`config.mk`:
```
export PLATFORM = sky130hd
export DESIGN_NAME = slice_serial_adder_flat
export DESIGN_NICKNAME = d
export VERILOG_FILES = /design/src/rtl/slice_serial_adder_if.sv /design/src/rtl/slice_serial_adder.sv /design/src/flat_wrapper.sv
export SDC_FILE = /design/constraint.sdc
export NUM_CORES = 1
export LEC_CHECK = 0
export BUFFER_PORTS_ARGS = -buffer_cell sky130_fd_sc_hd__clkbuf_2
export CORE_MARGIN = 1
export CORE_UTILIZATION = 35
export CTS_CLUSTER_DIAMETER = 40
export DETAILED_ROUTE_END_ITERATION = 7
export GPL_ROUTABILITY_DRIVEN = 0
export HOLD_SLACK_MARGIN = 0.03
export SLEW_MARGIN = 20
export SYNTH_ARGS = -nofsm -noshare
export SYNTH_HDL_FRONTEND = slang
export SYNTH_SLANG_ARGS = --single-unit
```
`constraint.sdc`:
```
create_clock -name clk -period 7.65 [get_ports clk]
set_input_delay 0.765 -clock clk [delete_from_list [all_inputs] [get_ports clk]]
set_output_delay 0.765 -clock clk [all_outputs]
set_load 0.1 [all_outputs]
```
`src/rtl/slice_serial_adder_if.sv`:
```
// Start/done handshake and result bus between the ALU operand registers and
// the slice-serial adder.
interface slice_serial_adder_if #(
    parameter int WIDTH = 32
);
    logic             start;
    logic             sub;
    logic [WIDTH-1:0] a;
    logic [WIDTH-1:0] b;
    logic             busy;
    logic             done;
    logic [WIDTH-1:0] sum;
    logic             cout;
    logic             overflow;
    logic             zero;

    modport master (
        output start, sub, a, b,
        input  busy, done, sum, cout, overflow, zero
    );

    modport slave (
        input  start, sub, a, b,
        output busy, done, sum, cout, overflow, zero
    );
endinterface

```
`src/rtl/slice_serial_adder.sv`:
```
// Multi-cycle add/subtract: one 4-bit carry-lookahead slice per clock, with the
// slice carry-out registered as the next slice's carry-in.
module ssa_cla4 (
    input  logic [3:0] a,
    input  logic [3:0] b,
    input  logic       cin,
    output logic [3:0] s,
    output logic       c2,
    output logic       c3
);
    logic [3:0] p, g;
    logic       c0, c1;

    assign p  = a ^ b;
    assign g  = a & b;
    assign c0 = g[0] | (p[0] & cin);
    assign c1 = g[1] | (p[1] & g[0]) | (p[1] & p[0] & cin);
    assign c2 = g[2] | (p[2] & g[1]) | (p[2] & p[1] & g[0]) | (p[2] & p[1] & p[0] & cin);
    assign c3 = g[3] | (p[3] & g[2]) | (p[3] & p[2] & g[1]) | (p[3] & p[2] & p[1] & g[0])
              | (p[3] & p[2] & p[1] & p[0] & cin);
    assign s  = p ^ {c2, c1, c0, cin};
endmodule

module slice_serial_adder #(
    parameter int WIDTH = 32
) (
    input logic                 clk,
    input logic                 rst,
    slice_serial_adder_if.slave bus
);
    localparam int SLICES = WIDTH / 4;
    localparam int CW     = $clog2(SLICES);
    localparam int LW     = CW + 2;

    typedef enum logic [1:0] {IDLE, RUN, DONE} state_t;

    state_t           state, state_nxt;
    logic [CW-1:0]    cnt;
    logic             carry;
    logic [WIDTH-1:0] a_r, b_r, sum_r, sum_nxt;
    logic             cout_r, ovf_r, zero_r;
    logic [LW-1:0]    lo;
    logic             last;
    logic [3:0]       s_slice;
    logic             c2, c3;

    assign lo   = {cnt, 2'b00};
    assign last = (cnt == CW'(SLICES - 1));

    ssa_cla4 u_slice (
        .a   (a_r[lo +: 4]),
        .b   (b_r[lo +: 4]),
        .cin (carry),
        .s   (s_slice),
        .c2  (c2),
        .c3  (c3)
    );

    // Merged result including the slice being computed, so zero covers the final slice.
    always_comb begin
        sum_nxt          = sum_r;
        sum_nxt[lo +: 4] = s_slice;
    end

    always_ff @(posedge clk or posedge rst) begin
        if (rst) state <= IDLE;
        else     state <= state_nxt;
    end

    always_comb begin
        state_nxt = state;
        case (state)
            IDLE:    if (bus.start) state_nxt = RUN;
            RUN:     if (last)      state_nxt = DONE;
            DONE:                   state_nxt = IDLE;
            default:                state_nxt = IDLE;
        endcase
    end

    always_ff @(posedge clk or posedge rst) begin
        if (rst) begin
            cnt    <= '0;
            carry  <= 1'b0;
            a_r    <= '0;
            b_r    <= '0;
            sum_r  <= '0;
            cout_r <= 1'b0;
            ovf_r  <= 1'b0;
            zero_r <= 1'b0;
        end else begin
            case (state)
                IDLE: if (bus.start) begin
                    // Subtract as A + ~B + 1: invert B here, carry-in supplies the +1.
                    a_r    <= bus.a;
                    b_r    <= bus.b ^ {WIDTH{bus.sub}};
                    carry  <= bus.sub;
                    cnt    <= '0;
                    sum_r  <= '0;
                    cout_r <= 1'b0;
                    ovf_r  <= 1'b0;
                    zero_r <= 1'b0;
                end
                RUN: begin
                    sum_r <= sum_nxt;
                    carry <= c3;
                    cnt   <= cnt + 1'b1;
                    if (last) begin
                        cout_r <= c3;
                        ovf_r  <= c3 ^ c2;
                        zero_r <= (sum_nxt == '0);
                    end
                end
                default: ;
            endcase
        end
    end

    assign bus.busy     = (state == RUN);
    assign bus.done     = (state == DONE);
    assign bus.sum      = sum_r;
    assign bus.cout     = cout_r;
    assign bus.overflow = ovf_r;
    assign bus.zero     = zero_r;
endmodule
```
`src/flat_wrapper.sv`:
```
// flat-port wrapper written by rule: the top's interface ports become plain ports
module slice_serial_adder_flat 
#(
    parameter int WIDTH = 32
)
  (clk, rst, bus_start, bus_sub, bus_a, bus_b, bus_busy, bus_done, bus_sum, bus_cout, bus_overflow, bus_zero);
  slice_serial_adder_if #(.WIDTH(WIDTH)) bus_i ();
  input logic clk;
  input logic rst;
  input wire logic [$bits(bus_i.start)-1:0] bus_start;
  input wire logic [$bits(bus_i.sub)-1:0] bus_sub;
  input wire logic [$bits(bus_i.a)-1:0] bus_a;
  input wire logic [$bits(bus_i.b)-1:0] bus_b;
  output wire logic [$bits(bus_i.busy)-1:0] bus_busy;
  output wire logic [$bits(bus_i.done)-1:0] bus_done;
  output wire logic [$bits(bus_i.sum)-1:0] bus_sum;
  output wire logic [$bits(bus_i.cout)-1:0] bus_cout;
  output wire logic [$bits(bus_i.overflow)-1:0] bus_overflow;
  output wire logic [$bits(bus_i.zero)-1:0] bus_zero;
  assign bus_i.start = bus_start;
  assign bus_i.sub = bus_sub;
  assign bus_i.a = bus_a;
  assign bus_i.b = bus_b;
  assign bus_busy = bus_i.busy;
  assign bus_done = bus_i.done;
  assign bus_sum = bus_i.sum;
  assign bus_cout = bus_i.cout;
  assign bus_overflow = bus_i.overflow;
  assign bus_zero = bus_i.zero;
  slice_serial_adder #(.WIDTH(WIDTH)) u_core (.clk(clk), .rst(rst), .bus(bus_i));
endmodule
```
==> results.yml <==
worst_setup_path:
  slowest_delay_ns: 0.81
  crit_path_end_kind: "flop"
  crit_slowest_cell: "nor3_1"
  crit_path_cell_trace: "buf_4 -> mux4_2 -> nand2_1 -> nand2_1 -> ha_1 -> a211oi_1 -> nor3b_1 -> nor3_1 -> a2111oi_0 -> nand4b_1 -> o21ai_1"
  crit_top_cell: "nand2_1"
  startpoint_type: "flop"
  cp_max_fo: 29
  cp.required_ns: 7.88
  cp.arrival_ns: 4.26
  worstSetupPathType: "flop to flop"
timing:
  relSlewSlack_pct: 33.3
  fmax_mhz: 248
  maxSlewViolCount: 0
  setup_viol: 0
  fin_crit_ns: 4.03
  rsz0062_at_grt: "false"
  setup_tns_ns: 0
  final_hold_viol_count: 0
  tightest_slew_ns: 1.00
  fin_skew_ns: 0.00495
  finalCritPeriodShare_pct: 52.6
layout:
  fin_cells: 843
  drive_gt1_share_pct: 22.6
  final_cell_mix: "170 x nand2_1, 105 x dfrtp_1, 104 x clkbuf_2, 50 x o21ai_0, 33 x xnor2_1"
  multiInputGateArea_um2: 2660
  final_nets: 731
  syn_to_final_growth_pct: 17.6
  final_common_cell: "nand2_1"
  num_antenna_cells: 0
  final_util_pct: 42.2
  area.sequential_um2: 2630
  nFillCells: 1516
global_routing:
  grt_max_degree: 103
  grt_pass1_wl_um: 22900
  grt_pass1_vias: 4522
  grt_overflow_total: 0
  antenna_found_initial: 0
  track_usage_pct: 18.2
cts:
  cts_made_buffers: 9
  cts_root_buf: "clkbuf_16"
  cts_tree: "built"
  clk_latency_ns: 0.35
  ctsResizeCount: 0
  cts_max_level: 3
  clk_pin_slew_ns: 0.07
  cts_sinks: 105
  hold_buffers: 0
  max-clock-path-buffers: 2
  postCtsSetupRepairBufs: 0
die:
  die_w_um: 127
  fp.dieH_um: 127
  row_count: 45
  die_area_um2: 16100
  start_util_pct: 35.9
  core_um2: 15200
  io_pins: 105
routing:
  vias: 4476
  drc: 0
  ant_nets: 0
  wl_um: 13800
  dr.pass1.iters: 7
  routedWlPerCell_um: 16.4
  vias_per_cell: 5.31
  drt_iter0_markers: 310
synthesis:
  synth.area.top_cells: "dfrtp_1 48%, nand2_1 12%, mux4_2 6.6%"
  yosys.area.top_type: "dfrtp_1"
  synthAdderAreaFrac_pct: 3.12
  yosysTopAreaCellShare_pct: 48.2
  synth_compound_area_share_pct: 14.2
  synth_nets: 645
  synth_enable_flop_cells: 0
  synthXorXnorAreaFrac_pct: 5.46
  synth_seq_cells: 105
  synthMuxAreaShare_pct: 6.82
  yosys.area_share.simple_pct: 18.9
  synth_top_flop_cell: "dfrtp_1"
  syn_area_um2: 5450
  yosysSeqAreaShare_pct: 48.2
  avgSynthCellArea_um2: 9.67
  synth_cell_types: 55
  netlist_instances: 564
  ys_async_sr_fraction_pct: 100
  synth_top_family_by_area: "simple AND/OR/NAND/NOR gates"
  yosysWarnings: 0
placement:
  dp_hpwl_um: 9950
  port_buffers: 104
  dp.cells: 827
run:
  maxCapViolCount: 0
worst_hold_path:
  hold_class: "primary input to asynchronous set/reset pin"
run_status:
  outcome: "finished, final reports clean"
stage by stage:
stage / hold WS (ns) / instance area [um^2] / worst slack [ns]
global placement: 0.456 / 6110 / 3.81
CTS: 0.431 / 6400 / 3.61
global route: 0.460 / 6410 / 3.22
detailed placement: 0.464 / 6110 / 3.65
floorplan: 0.440 / 5450 / 3.97
finish: 0.421 / 6410 / 3.62
sequential cells by signal, indices dropped and copies added, names as in the netlist:
register	count
u_core.a_r	32
u_core.b_r	32
u_core.bus.sum	32
u_core.cnt	3
u_core.state	2
u_core.bus.cout	1
u_core.bus.overflow	1
u_core.bus.zero	1
u_core.carry	1
area by class of cell:
type	count	area share, %
clock buffer	13	3.90
clock inverter	3	0.624
inverter	11	0.683
multi-input combinational	414	41.5
sequential	105	41.0
tap	188	3.67
timing repair buffer	109	8.70
path summary, 6_finish.rpt:
path,startpoint,end,slack [ns],depth (start not counted)
max in group asynchronous,rst,u_core.b_r[31],6.00,3
min in group clk,u_core.b_r[1],u_core.b_r[1],0.48,2
max reg2reg,u_core.cnt[0],u_core.bus.zero,3.62,11
min reg2reg,u_core.b_r[1],u_core.b_r[1],0.48,2
max,u_core.cnt[0],u_core.bus.zero,3.62,11
min,rst,u_core.bus.sum[16],0.42,2
per-layer routing:
metal | part of all wire [%] | track usage (%)
met1 | 47 | 24.7
met2 | 46 | 28.3
met3 | 4.8 | 3.29
met4 | 2.7 | 8.05
met5 | 0 | 0
worst max-delay path, delay by kind of cell, from the launching register on:
kind	cells	cell delay, ns
AND/OR/NAND/NOR	5	1.33
AO/OA/AOI/OAI	3	0.69
multiplexers	1	0.56
flip-flops	1	0.53
buffers and inverters	1	0.44
adder cells (fa/ha/maj)	1	0.34
cell usage after synthesis (2+ instances only):
cell        n
a211oi_1    3
a21oi_1     7
a22o_1     17
a22oi_1     2
a32o_1     12
and2_1      2
and3_1      3
and4b_1     2
buf_1       5
buf_2       2
clkbuf_1   26
clkinv_1    2
dfrtp_1   105
ha_1       12
inv_1       9
mux4_2     16
nand2_1   171
nand2b_1    3
nand3_1     6
nand3b_1    2
nand4b_1    2
nor2_1     19
nor2b_1     5
nor3_1      6
nor4_1      2
o211ai_1    2
o21ai_0    50
o31ai_1     6
or3_1       4
or4_1       4
xnor2_1    33
kinds of logic (layout without fill, tap and decap cells):
family                     after synthesis  in the layout
xor gates and xnor gates                34             34
AOI/OAI and AO/OA                      113            113
and+or+nand+nor                        237            237
muxes                                   17             17
adders and majority gates               13             13
DFF                                    105            105
buffers and inverters                   45            136
Power is left out: the tool's default activity adds up to more than one toggle a clock period on the data nets, which glitch-free logic cannot reach.
